===== config.mk =====
export PLATFORM = sky130hd
export DESIGN_NAME = beat_sequencer
export DESIGN_NICKNAME = d
export VERILOG_FILES = /design/src/rtl/beat_sequencer.sv
export SDC_FILE = /design/constraint.sdc
export NUM_CORES = 1
export LEC_CHECK = 0
export CAP_MARGIN = 10
export CORE_MARGIN = 1.5
export CORE_UTILIZATION = 31
export CTS_BUF_LIST = sky130_fd_sc_hd__clkbuf_16
export DETAILED_ROUTE_END_ITERATION = 8
export GPL_TIMING_DRIVEN = 0
export SLEW_MARGIN = 5
export SYNTH_ARGS = -nofsm -noshare
export SYNTH_HDL_FRONTEND = slang
export SYNTH_SLANG_ARGS = --single-unit
export TNS_END_PERCENT = 10

===== constraint.sdc =====
create_clock -name clk -period 6.8 [get_ports clk]
set_clock_uncertainty 0.2 [all_clocks]
set_input_delay 0.68 -clock clk [delete_from_list [all_inputs] [get_ports clk]]
set_output_delay 0.68 -clock clk [all_outputs]
set_load 0.01 [all_outputs]

===== src/rtl/beat_sequencer.sv =====
// Beat-driven step sequencer: rising edges of pulse advance a per-channel
// STEPS-long pattern and fire fixed-width triggers, counting bars and a downbeat LED.
module beat_sequencer #(
    parameter  int CHANNELS = 4,
    parameter  int STEPS    = 16,
    parameter  int TRIG_W   = 4,
    localparam int SW       = $clog2(STEPS),
    localparam int CW       = (CHANNELS > 1) ? $clog2(CHANNELS) : 1
) (
    input  logic                clk,
    input  logic                reset,
    input  logic                pulse,
    input  logic                start,
    input  logic                stop,
    input  logic                wr_en,
    input  logic [CW-1:0]       wr_ch,
    input  logic [STEPS-1:0]    wr_data,
    output logic [CHANNELS-1:0] trig,
    output logic [SW-1:0]       step,
    output logic [7:0]          bar_count,
    output logic                led,
    output logic                busy
);

    localparam logic [7:0] TW = 8'(TRIG_W);

    typedef enum logic [1:0] {
        S_IDLE  = 2'd0,
        S_ARMED = 2'd1,
        S_PLAY  = 2'd2
    } state_t;

    state_t                state, state_nx;
    logic                  pulse_d;
    logic                  beat;
    logic [STEPS-1:0]      pattern [CHANNELS];
    logic [7:0]            width_cnt, width_cnt_nx;
    logic [SW-1:0]         step_nx, fire_step;
    logic [7:0]            bar_nx;
    logic [CHANNELS-1:0]   trig_nx;
    logic                  led_nx, busy_nx, fire;

    assign beat = pulse & ~pulse_d;

    always_ff @(posedge clk or negedge reset) begin
        if (!reset) begin
            state     <= S_IDLE;
            pulse_d   <= 1'b0;
            step      <= '0;
            bar_count <= '0;
            trig      <= '0;
            width_cnt <= '0;
            led       <= 1'b0;
            busy      <= 1'b0;
        end else begin
            state     <= state_nx;
            pulse_d   <= pulse;
            step      <= step_nx;
            bar_count <= bar_nx;
            trig      <= trig_nx;
            width_cnt <= width_cnt_nx;
            led       <= led_nx;
            busy      <= busy_nx;
        end
    end

    // Writes land on the clock edge, so a fire on the same edge still sees the old pattern.
    always_ff @(posedge clk or negedge reset) begin
        if (!reset) begin
            for (int c = 0; c < CHANNELS; c++) pattern[c] <= '0;
        end else if (wr_en && (int'(wr_ch) < CHANNELS)) begin
            pattern[wr_ch] <= wr_data;
        end
    end

    always_comb begin
        state_nx     = state;
        step_nx      = step;
        bar_nx       = bar_count;
        trig_nx      = trig;
        width_cnt_nx = width_cnt;
        fire         = 1'b0;
        fire_step    = step;

        if (stop) begin
            state_nx     = S_IDLE;
            step_nx      = '0;
            trig_nx      = '0;
            width_cnt_nx = '0;
        end else begin
            unique case (state)
                S_IDLE: begin
                    if (start) state_nx = S_ARMED;
                end
                S_ARMED: begin
                    if (beat) begin
                        state_nx  = S_PLAY;
                        fire      = 1'b1;
                        fire_step = '0;
                    end
                end
                S_PLAY: begin
                    if (beat) begin
                        fire      = 1'b1;
                        fire_step = step + 1'b1;
                        step_nx   = fire_step;
                        if (step == {SW{1'b1}}) bar_nx = bar_count + 8'd1;
                    end
                end
                default: state_nx = S_IDLE;
            endcase

            // A fire reloads the width counter and re-evaluates every channel (retrigger).
            if (fire) begin
                for (int c = 0; c < CHANNELS; c++) trig_nx[c] = pattern[c][fire_step];
                width_cnt_nx = TW;
            end else if (width_cnt != 8'd0) begin
                width_cnt_nx = width_cnt - 8'd1;
                if (width_cnt == 8'd1) trig_nx = '0;
            end
        end

        led_nx  = (state_nx == S_PLAY) && (step_nx == '0);
        busy_nx = (state_nx != S_IDLE);
    end

endmodule


Word level (Yosys, flattened, before mapping):

Index checks and enable logic that the tools add are counted.

* register bits: 93
* word-level logic and storage cells: 69
* bits of input ports: 24

* reduce and logical (&&, ||, !) cells: 11
* magnitude comparators: 3
* add/sub/neg operators: 3
* bitwise logic cells: 4
* equality and inequality tests: 5
* muxes and demuxes: 31

Operator list (count)
* 64-bit bitwise mux: 1
* 4-bit 2-to-1 mux: 9
* 16-bit demux with 2-bit select: 1
* 8-bit 2-to-1 mux: 3
* 1-bit binary-select mux with 4-bit select: 4
* 16-bit 2-to-1 mux: 1
* 8-bit by 1-bit adder with 8-bit output (second input constant): 1
* 8-bit by 1-bit == test with 1-bit output (second input constant): 1
* 4-bit case mux with 2 select lines: 1
* 8-bit nonzero test: 1
* 8-bit by 1-bit subtractor with 8-bit output (second input constant): 1
* 1-bit 2-to-1 mux: 7
* 2-bit 2-to-1 mux: 3
* 2-bit case mux with 3 select lines: 1
* 3-bit nonzero test: 2
* 4-bit by 5-bit < comparator with 1-bit output (second input constant): 1
* 4-bit by 1-bit adder with 4-bit output (second input constant): 1
* 2-bit == test (second input constant): 2
* 4-bit == test (second input constant): 1
* 4-bit logical NOT: 1
* 4-bit AND reduction: 1
* 3-bit greater-or-equal comparator (second input constant): 1
* 3-bit by 1-bit < comparator with 1-bit output (second input constant): 1
* 2-bit inverter with 3-bit output: 1
* other kinds (8): 10

Logic depth before layout (Yosys ltp):

* depth in word-level cells: 9
* mapped depth: 11
* mapped depth without buffers: 10

Worst setup path before layout:

Ideal clock, no wire load.

* path kind: input port to flip-flop
* from: input port pulse
* to: register trig[2]
* path slack: 3792 ps
* required time: 6479 ps
* arrival: 2687 ps
* cell stages on the path: 10
* path through: and2b_4 -> inv_4 -> ha_1 -> or2b_1 -> a31oi_4 -> buf_2 -> mux2_2 -> o211ai_1 -> nand4_1 -> a22o_1

* word-level cells in the longest chain between the ends: 8
* elaborated cells on any way between the ends: 15

RTL lines
* start: declaration: RTL line 12 `input logic pulse,`
* 1-bit AND (*): RTL line 43 `assign beat = pulse & ~pulse_d;`
* 4-bit 2-to-1 mux, on equally long branches: RTL line 103, 96
* 4-bit case mux with 2 select lines: RTL line 91 `unique case (state)`
* 4-bit 2-to-1 mux: RTL line 85 `if (stop) begin`
* 1-bit binary-select mux with 4-bit select: RTL line 115 `for (int c = 0; c < CHANNELS; c++) trig_nx[c] = pattern[c][fire_step];`
* 1-bit 2-to-1 mux (implied by the code): RTL line 115
* 4-bit 2-to-1 mux: RTL line 114 `if (fire) begin`
* 4-bit 2-to-1 mux: RTL line 85
* end signal: assignment: RTL line 60 `trig <= trig_nx;`
* end: declaration: RTL line 18 `output logic [CHANNELS-1:0] trig,`

Mark *: on every way between the ends. The rest lies on a longest branch, timed or not. The select of a mux whose other input is x is not followed.
A chain may end at the register's enable or synchronous reset.

Worst setup path in the final report:

Ends and elaborated chain as after synthesis.

==> out/qor_table.md <==
| Stage | Quantity | This run |
|:---|:---|:---|
| status | Run status | complete, no violations |
| min path | Path type of the worst min-delay path | primary input to asynchronous set/reset pin |
| yosys | Primary flip-flop cell chosen by synthesis mapping | sky130_fd_sc_hd__dfrtp_1 |
| critical path | Peak per-stage delay on the critical path | 0.59 ns |
| global route | Vias in the first global route | 3105 |
| power and ir drop | Leakage Power | 0.00236 uW |
| cts | Clock slew at reported path FFs | 0.06 ns |
| cells and area | Most common cell after layout, fill and taps aside | sky130_fd_sc_hd__dfrtp_1 |
| global route | Total gr overflow | 0 |
| die | Row count | 44 |
| cells and area | Relative area change from synthesis to final layout | 20.5% |
| yosys | Count of state elements after synthesis | 93 |
| yosys | Yosys cell types | 48 |
| cts | Total of hold buffers inserted after clock tree synthesis | 0 |
| place | Number of I/O port buffers | 40 |
| sta | Count of endpoints failing setup in the final report | 0 |
| cts | Clock Tree Buf Depth | 2 |
| cells and area | Share of post-route cells with drive strength above 1 | 27.9% |
| sta | Worst hold slack across all endpoints | 0.0432 ns |
| sta | RSZ-0062 raised after global routing | no |
| sta | Final critical delay including setup and external delays | 3.67 ns |
| global route | First-pass GRT wire length | 16.1 mm |
| place | Gpl congestion | 0.781 |
| sta | FMAX | 272 MHz |
| global route | Largest net degree at the start of global routing | 70 |
| sta | Actual slew at the worst max-slew pin | 0.686 ns |
| cts | Number of buffers created by CTS | 9 |
| critical path | Number of cells traversed by the worst register-to-register path | 10 |
| cells and area | Layout Nets | 448 |
| sta | Number of hold violations in the final report | 0 |
| global route | GRT Total Usage | 12.9% |
| die | Die outline height | 124 um |
| cts | Count of clock tree sinks | 93 |
| job | Maximum Capacitance Violations | 0 |
| yosys | Mapped Avg Cell Area | 12.6 um^2 |
| cts | CTS tree | done |
| yosys | Synthesized instance count | 362 |
| yosys | Number of warnings printed during yosys synthesis | 0 |
| detailed routing | Post-detailed-route count of antenna-violating nets | 0 |
| critical path | Required time worst endpoint | 6.83 ns |
| critical path | Worst-path cell chain | clkdlybuf4s50_1 -> and2b_4 -> inv_4 -> ha_1 -> or2b_1 -> a31oi_4 -> buf_2 -> mux2_2 -> o211ai_1 -> nand4_1 -> a22o_1 |
| die | Die footprint | 15500 um^2 |
| detailed routing | Detailed-routing iteration count for the pre-antenna-repair pass | 4 |
| die | Initial core utilization | 31.6% |
| yosys | Post-synth EDFFs | 0 |
| sta | Post-route clock period utilization | 54.0% |
| cts | Root buffer selected by CTS | sky130_fd_sc_hd__clkbuf_16 |
| yosys | Sequential element share of the synthesized area | 50.9% |
| yosys | Net count after synthesis | 396 |
| critical path | CP max stage cell | sky130_fd_sc_hd__clkdlybuf4s50_1 |
| critical path | Highest fanout seen on the critical path | 10 |
| cts | Maximum level of the CTS H-tree | 3 |
| detailed routing | Count of vias placed by the detailed router | 2954 |
| power and ir drop | Worst IR drop on VDD | 158 uV |
| yosys | Share of async-settable or async-resettable flops after synthesis | 100% |
| detailed routing | WL/cell | 15.7 um |
| place | Final HPWL from detailed placement | 6.99 mm |
| detailed routing | Initial DRC Count | 129 |
| critical path | Worst path arrival time | 3.71 ns |
| yosys | Syn Std Cell Area | 4570 um^2 |
| detailed routing | Drt via density | 4.90 |
| cts | Resized Gates After CTS | 0 |
| sta | Final sum of negative setup slack | 0 ns |
| critical path | Type of element launching the critical path | primary input |
| cells and area | Commonest cells after routing, fill and taps aside | sky130_fd_sc_hd__dfrtp_1 (93), sky130_fd_sc_hd__mux2_2 (81), sky130_fd_sc_hd__clkdlybuf4s50_1 (39) |
| critical path | Classification of the worst setup path | primary input to flop |
| sta | Slew HR | 54.3% |
| sta | Fin. max-slew vios | 0 |
| die | Die width | 124 um |
| critical path | Endpoint type of the worst setup path | flop |
| die | Floorplan core area | 14500 um^2 |
| detailed routing | Total DRC errors in the routed layout | 0 |
| cts | Clk_lat worst skew | 0.34 ns |
| cells and area | Diode count | 0 |
| detailed routing | Detailed Route WL | 9.47 mm |
| cts | Post-CTS setup repair buffer count | 0 |
| global route | Antenna violations before repair | 0 |
| die | Top Ports | 42 |
| power and ir drop | Power per standard cell area | 293 nW/um^2 |
[worst paths after layout]
| check | from | to | slack [ns] |
|---|---|---|---|
| max | pulse | trig[2]$_DFFE_PN0P_ | 3.13 |
| min | reset | led$_DFF_PN0_ | 0.04 |
| max reg2reg | pulse_d$_DFF_PN0_ | trig[2]$_DFFE_PN0P_ | 3.61 |
| min reg2reg | bar_count[7]$_DFFE_PN0P_ | bar_count[7]$_DFFE_PN0P_ | 0.29 |
| max in group asynchronous | reset | pattern[15]$_DFFE_PN0P_ | 5.70 |
| min in group clk | bar_count[7]$_DFFE_PN0P_ | bar_count[7]$_DFFE_PN0P_ | 0.29 |
[state kept, by name, summed over array words and instances (netlist names)]
signal / flops
width_cnt: 8
bar_count: 8
trig: 4
led: 1
step: 4
pattern: 64
pulse_d: 1
state: 2
busy: 1
[per-stage QoR]
stage	util (%)	worst slack (ns)	instances	cell area, um^2	power, uW
2_1_floorplan	-	3.79	362	4570	1020
3_3_place_gp	35.9	1.54	586	5200	1130
3_5_place_dp	36.1	2.74	587	5230	1150
4_1_cts	38.1	3.10	603	5510	1640
5_1_grt	38.1	2.96	603	5510	1720
6_report	38.1	3.13	603	5510	1610
[cell usage after synthesis, types with 2 or more instances]
cell type / n / area (um^2)
sky130_fd_sc_hd__a211oi_1: 2 / 15.0
sky130_fd_sc_hd__a21oi_1: 6 / 30.0
sky130_fd_sc_hd__a22o_1: 4 / 35.0
sky130_fd_sc_hd__and3_1: 2 / 12.5
sky130_fd_sc_hd__buf_4: 4 / 30.0
sky130_fd_sc_hd__buf_6: 2 / 22.5
sky130_fd_sc_hd__clkbuf_1: 5 / 18.8
sky130_fd_sc_hd__dfrtp_1: 93 / 2330
sky130_fd_sc_hd__ha_1: 10 / 125
sky130_fd_sc_hd__inv_1: 11 / 41.3
sky130_fd_sc_hd__mux2_2: 81 / 912
sky130_fd_sc_hd__mux2i_1: 17 / 170
sky130_fd_sc_hd__nand2_1: 27 / 101
sky130_fd_sc_hd__nand3_1: 3 / 15.0
sky130_fd_sc_hd__nand3b_1: 5 / 37.5
sky130_fd_sc_hd__nand4_1: 8 / 50.1
sky130_fd_sc_hd__nor2_1: 15 / 56.3
sky130_fd_sc_hd__nor3_1: 3 / 15.0
sky130_fd_sc_hd__nor4_1: 2 / 12.5
sky130_fd_sc_hd__o211ai_1: 16 / 120
sky130_fd_sc_hd__o211ai_2: 2 / 25.0
sky130_fd_sc_hd__o21ai_0: 4 / 20.0
sky130_fd_sc_hd__o22ai_1: 2 / 12.5
sky130_fd_sc_hd__or3_1: 2 / 12.5
sky130_fd_sc_hd__or4_1: 2 / 15.0
sky130_fd_sc_hd__xnor2_1: 9 / 78.8
sky130_fd_sc_hd__xor2_1: 4 / 35.0
[area by class of cell]
class                   instances  area, um^2
plain buffers                  13        80.1
clock buffers                   9         225
clock inverters                 7        57.6
fillers                      1380        8970
inverters                      13        51.3
multi-input cells             243        2120
flip-flops and latches         93        2330
well taps                     184         230
repair buffers                 41         425
[critical path: cells and delay by family]
kind	cells	cell delay (ns)
buffers and inverters	3	0.97
and+or+nand+nor	3	0.68
muxes	1	0.37
AOI/OAI and AO/OA	3	0.70
adders and majority gates	1	0.29
[logic make-up (layout without fill, tap and decap cells)]
| kind of cell | count (synthesis) | count (layout) | share of synthesized area (%) |
|---|---|---|---|
| DFF | 93 | 93 | 50.9 |
| AOI/OAI and AO/OA | 42 | 42 | 7.66 |
| muxes | 98 | 98 | 23.7 |
| xor gates and xnor gates | 13 | 13 | 2.49 |
| and+or+nand+nor | 80 | 80 | 9.71 |
| buffers and inverters | 26 | 83 | 2.87 |
| adders and majority gates | 10 | 10 | 2.74 |
[metal layers]
metal  share of wire [%]  track usage (%)  wire [um]  vias up
met3                 3.7             3.65        354        9
met1                  48             17.2       4510     1475
met5                   0                0          0        -
li1                    -                -          -     1419
met2                  47             20.7       4490       51
met4                 1.1             3.52        106        0
[power breakdown]
| group | internal (uW) | total (uW) | switching [uW] |
|---|---|---|---|
| clock | 279 | 478 | 199 |
| sequential | 651 | 709 | 58.3 |
| combinational | 215 | 425 | 210 |
Note: power is estimated with default switching activity, not from simulation.
